[config.mk]
export PLATFORM = sky130hd
export DESIGN_NAME = fetch_sequencer
export DESIGN_NICKNAME = d
export VERILOG_FILES = /design/src/rtl/fetch_sequencer.sv
export SDC_FILE = /design/constraint.sdc
export NUM_CORES = 1
export LEC_CHECK = 0
export CORE_AREA = 3 3 100 102
export CTS_BUF_LIST = sky130_fd_sc_hd__clkbuf_4 sky130_fd_sc_hd__clkbuf_8
export DETAILED_ROUTE_END_ITERATION = 6
export DIE_AREA = 0 0 103 105
export PLACE_DENSITY = 0.82
export SLEW_MARGIN = 20
export SYNTH_ARGS = -nofsm -noshare
export SYNTH_HDL_FRONTEND = slang
export SYNTH_SLANG_ARGS = --single-unit
[constraint.sdc]
create_clock -name clock -period 2.4 [get_ports clock]
set_input_delay 0.48 -clock clock [delete_from_list [all_inputs] [get_ports clock]]
set_output_delay 0.48 -clock clock [all_outputs]
set_load 0.01 [all_outputs]
[src/rtl/fetch_sequencer.sv]
// Fetch/issue/resolve sequencer for a single-issue core: owns the PC, fetches one
// instruction at a time, hands it to decode and selects the next PC on resolution.
module fetch_sequencer #(
    parameter logic [15:0] RESET_VECTOR = 16'h0000
) (
    input  logic        clock,
    input  logic        reset,
    output logic        imem_req,
    output logic [15:0] imem_addr,
    input  logic        imem_ready,
    input  logic [15:0] imem_rdata,
    output logic        instr_valid,
    input  logic        decode_ready,
    output logic [15:0] instr,
    output logic [15:0] instr_pc,
    input  logic        resolve_valid,
    input  logic        flag_branch,
    input  logic        aluZero,
    input  logic [15:0] branchOff,
    input  logic        flag_jump,
    input  logic [15:0] jumpAddr,
    input  logic        halt_req,
    output logic [15:0] pc,
    output logic        halted,
    output logic        misalign_err,
    output logic [15:0] retired
);

    typedef enum logic [1:0] {FETCH, ISSUE, EXEC, HALT} state_t;

    state_t      state_reg, state_next;
    logic [15:0] pc_reg, instr_reg, instr_pc_reg, retired_reg;
    logic        imem_req_reg, instr_valid_reg, halted_reg, misalign_reg;
    logic [15:0] seq_addr, target;
    logic        fetch_done, issue_done, resolve_done;

    // Acceptance is gated by the registered request so the reset-exit cycle
    // (state FETCH, request still low) can never capture a word.
    assign fetch_done   = (state_reg == FETCH) && imem_req_reg && imem_ready;
    assign issue_done   = (state_reg == ISSUE) && decode_ready;
    assign resolve_done = (state_reg == EXEC) && resolve_valid;

    always_comb begin
        seq_addr = instr_pc_reg + 16'd2;
        if (flag_jump)
            target = jumpAddr;
        else if (flag_branch && aluZero)
            target = seq_addr + branchOff;
        else
            target = seq_addr;
    end

    always_comb begin
        state_next = state_reg;
        case (state_reg)
            FETCH: if (fetch_done)   state_next = ISSUE;
            ISSUE: if (issue_done)   state_next = EXEC;
            EXEC:  if (resolve_done) state_next = halt_req ? HALT : FETCH;
            HALT:  state_next = HALT;
            default: state_next = FETCH;
        endcase
    end

    always_ff @(posedge clock) begin
        if (reset) begin
            state_reg       <= FETCH;
            pc_reg          <= RESET_VECTOR;
            instr_reg       <= 16'h0000;
            instr_pc_reg    <= 16'h0000;
            retired_reg     <= 16'h0000;
            imem_req_reg    <= 1'b0;
            instr_valid_reg <= 1'b0;
            halted_reg      <= 1'b0;
            misalign_reg    <= 1'b0;
        end else begin
            state_reg       <= state_next;
            imem_req_reg    <= (state_next == FETCH);
            instr_valid_reg <= (state_next == ISSUE);
            halted_reg      <= (state_next == HALT);
            misalign_reg    <= resolve_done && target[0];
            if (fetch_done) begin
                instr_reg    <= imem_rdata;
                instr_pc_reg <= pc_reg;
            end
            if (resolve_done) begin
                pc_reg      <= {target[15:1], 1'b0};
                retired_reg <= retired_reg + 16'd1;
            end
        end
    end

    assign imem_req     = imem_req_reg;
    assign imem_addr    = pc_reg;
    assign instr_valid  = instr_valid_reg;
    assign instr        = instr_reg;
    assign instr_pc     = instr_pc_reg;
    assign pc           = pc_reg;
    assign halted       = halted_reg;
    assign misalign_err = misalign_reg;
    assign retired      = retired_reg;

endmodule

Word level (Yosys, flattened, before mapping)
Index checks and enable logic that the tools add are counted.
Word-level totals
  output and inout bits: 84
  input port bits: 57
  word-level logic and storage cells: 32
  bits in registers: 68
Operators by class
  $add $sub $neg: 3
  multiplexer cells: 7
  eq/ne operators: 5
  reduce and logical (&&, ||, !) cells: 8
Operators by type and width (number)
  two-way mux 16 bit: 2
  adder 16 x 1 -> 16 bit, second input constant: 1
  adder 16 bit: 1
  adder 16 x 2 -> 16 bit, second input constant: 1
  two-way mux 2 bit: 4
  one-hot mux 2 bit (4 select lines): 1
  equality test 2 bit, second input constant: 3
  logical AND 1 bit: 6
  equality test 2 x 1 -> 1 bit, second input constant: 2
  zero test 2 bit: 2

Logic depth before layout (Yosys ltp)
  word-level depth: 6
  mapped depth: 12
  depth with buffers taken out: 12

Worst setup path after synthesis
Ideal clock, no wire load.
  path kind: register -> register
  start: register instr_pc_reg[1] (netlist: instr_pc[1])
  end: register pc_reg[12] (netlist: imem_addr[12])
  cell stages (with the launch flop): 12
  setup slack: -333 ps
  data arrival time: 2616 ps
  buffers on the path: 0
  library setup time: 117 ps
  required time: 2283 ps
  period minus slack after synthesis: 2733 ps
  cells stage by stage: dfxtp_1 ha_1 nand3_1 xnor2_1 ha_1 a21o_1 a31o_2 o2111ai_2 a21oi_1 nor4b_1 a31oi_1 a32o_1
Between the ends
  longest elaborated chain between the ends: 4
Ends and longest elaborated chain
  start, declared: line 32  | logic [15:0] pc_reg, instr_reg, instr_pc_reg, retired_reg;
  start signal, assigned: line 83  | instr_pc_reg <= pc_reg;
  adder 16 x 2 -> 16 bit (*): line 44  | seq_addr = instr_pc_reg + 16'd2;
  adder 16 bit: line 48  | target = seq_addr + branchOff;
  two-way mux 16 bit (*): line 47  | else if (flag_branch && aluZero)
  two-way mux 16 bit (*): line 45  | if (flag_jump)
  end signal, assigned: line 86  | pc_reg <= {target[15:1], 1'b0};
  end, declared: line 32
Every way passes the cells marked *; elsewhere a longest branch is shown, timed or not.
A chain may end at the register's enable or synchronous reset.

Worst setup path in the final report
  start: register instr_pc_reg[2] (netlist: instr_pc[2])
  end: register pc_reg[15] (netlist: imem_addr[15])
Same word-level chain as after synthesis.

==> results.tsv <==
stage	metric	value	unit
die	die_area	10820	µm²
placed_design	dp.final_hpwl	9501	µm
die	initial_utilization	0.4189	
setup_path	ff2ff_setup_slack	-0.26	ns
synthesis	synth-seq-cells	68	
status	violations	setup timing	
synthesis	ys_warn_count	0	
global_routing	grt_overflow	0	
setup_path	critPathTopFamily	compound AO/OA/AOI/OAI gates	
die	fp.dieW	103	µm
layout	drive_gt1_frac	0.2239	
cts	htreeDepth	3	
setup_path	slowest_stage	dfxtp_4	
setup_path	path_cells	and4_4 > nand2_4 > xnor2_4 > ha_4 > and3_4 > a221o_1 > a41oi_2 > o21ai_2 > mux4_2 > and3_1	
setup_path	path_buf_inv	0	
layout	fin_util	0.6853	
routing	first_iter_violations	329	
sta	slew_headroom	0.6137	
setup_path	path_class	reg2reg	
cts	cts_made_buffers	9	
die	rows	35	
synthesis	netlist_area	3852	µm²
layout	final_common_cell	clkdlybuf4s50_1	
sta	period_minus_slack	2.664	ns
sta	min_period_over_period	1.110	
sta	finalSetupTns	-1.502	ns
setup_path	crit_end	imem_addr[15]	
routing	drt_first_pass_iters	5	
setup_path	cp.arrival	2.88	ns
placed_design	place.gp.congestion	0.9006	
routing	wl_per_cell	16.71	µm
synthesis	synth_edf_count	0	
sta	worst_slew_pin_slew	0.5795	ns
run	cap_viol_max_count	0	
cts	cts_hold_buf	0	
cts	clk_path_buf_depth	2	
routing	drtAntennaViolNets	0	
layout	fin_nets	743	
synthesis	avgSynthCellArea	7.862	µm²
cts	root_buffer	clkbuf_8	
setup_path	cp-end-kind	flip-flop	
cts	cts_tree	yes	
global_routing	antenna_found_initial	0	
status	outcome	finished with violations	
routing	drc	0	
synthesis	ys_types	57	
setup_path	crit_start	instr_pc[2]	
setup_path	cp_num_cells	10	
sta	fin_skew	0.01105	ns
setup_path	slowest_delay	0.38	ns
global_routing	grt_pass1_wl	19690	µm
layout	area_growth	63.59	%
pwr	powerDensity	407.7	nW/µm²
die	io-pin-count	141	
die	fp.dieH	105	µm
setup_path	critPathRequiredTime	2.62	ns
routing	drt-total-wl	13050	µm
global_routing	grt_pass1_vias	4051	
hold_path	min_path_type	reg2reg	
layout	diodes	0	
synthesis	synthCells	490	
synthesis	synth_ff_type	dfxtp_1	
setup_path	path_max_fanout	4	
cts	clk_latency	0.33	ns
synthesis	synthArstFlopShare	0	
sta	rsz0062_at_grt	yes	
hold_path	hold_start	instr[13]	
sta	report.final.hold_viol_count	0	
setup_path	rr_worst_depth	10	
pwr	ir_drop	322.7	µV
routing	dr_total_vias	4243	
cts	clk_pin_slew	0.07	ns
cts	clock-sinks	68	
setup_path	r2r_start	instr_pc[2]	
global_routing	grt_use_total	0.2270	
sta	slew_viol_final	0	
setup_path	start_kind	flip-flop	
die	core_area	9196	µm²
setup_path	r2r_end	imem_addr[15]	
layout	final_cell_mix	clkdlybuf4s50_1 (136), nand2_1 (101), buf_4 (62)	
global_routing	grt_max_degree	35	
sta	finalSetupViolations	9	
sta	fmax	375.4	MHz
pwr	power_leakage	0.002465	µW
sta	setup_ws	-0.2642	ns
placed_design	io_buffers	137	
synthesis	ys_seq_area_frac	0.3534	
routing	vias_per_cell	5.433	
-- report_power, final --
part           switching (µW)  internal (µW)
sequential               15.1           1150
combinational             187            206
clock                     411            604
-- layer usage --
| layer | GRT usage | wire length, µm | vias up |
|---|---|---|---|
| li1 | - | - | 2024 |
| met3 | 0.06542 | 1248 | 35 |
| met1 | 0.2760 | 4982 | 1954 |
| met2 | 0.3914 | 6517 | 230 |
| met4 | 0.04995 | 302 | 0 |
| met5 | 0 | 0 | - |
-- final cells by class --
type | count | area [µm²]
fill | 715 | 2894
multi-input combinational | 371 | 2636
timing repair buffer | 203 | 1886
sequential | 68 | 1381
clock buffer | 11 | 138.9
tap | 111 | 138.9
clock inverter | 5 | 76.32
inverter | 12 | 45.04
-- logic make-up (layout without fill, tap and decap cells) --
logic type / after synthesis / count (layout) / synth area share
AND/OR/NAND/NOR: 199 / 199 / 0.2387
adder cells (fa/ha/maj): 21 / 21 / 0.07015
buffers and inverters: 53 / 231 / 0.07178
multiplexers: 1 / 1 / 0.005846
AO/OA/AOI/OAI: 113 / 113 / 0.1819
other: 1 / 3 / 0.0009734
flip-flops: 68 / 68 / 0.3534
XOR/XNOR: 34 / 34 / 0.07730
-- cells in the mapped netlist, drive strengths merged (8+ instances only) --
cell	n	share of area
nand2	103	0.10
dfxtp	68	0.35
a21oi	56	0.073
nor2	38	0.038
buf	24	0.044
ha	20	0.065
clkbuf	17	0.017
xnor2	17	0.039
xor2	17	0.039
nand3	16	0.024
o21ai	15	0.019
inv	12	0.012
and3	10	0.017
nand4	8	0.019
-- per-stage QoR --
step	instance area [µm²]	hold slack (ns)	power (µW)	std cells	worst slack (ns)
after floorplan	3925	0.4805	1344	492	-0.07602
after global placement	5634	0.4405	1538	757	-0.4031
after detailed placement	5634	0.4503	1547	757	-0.4563
after CTS	6018	0.4575	2562	775	-0.1451
after global routing	6302	0.4652	2664	781	-0.3535
final	6302	0.4554	2569	781	-0.2642
-- tightest hold or removal path, cell delays in order (launching register included) --
cell and delay, ns:
dfxtp_1 0.31, nand2_1 0.05, a21oi_1 0.05
-- repair_timing --
| action | CTS | global route |
|---|---|---|
| endpoints found under the setup margin | 10 | 10 |
| buffers inserted | 2 | 6 |
| gates cloned | 0 | 0 |
| pin swaps | 17 | 23 |
| resized for setup | 27 | 35 |
-- how the worst min path moves through the flow --
| stage | to | slack [ns] | cells past startpoint |
|---|---|---|---|
| global route | instr[10] | 0.47 | 2 |
| floorplan | instr[0] | 0.48 | 2 |
| finish | instr[13] | 0.46 | 2 |
| CTS | instr[10] | 0.46 | 2 |
| global placement | instr[14] | 0.44 | 2 |
| detailed placement | instr[10] | 0.45 | 2 |
No activity file was read; power rests on OpenSTA's default activity.
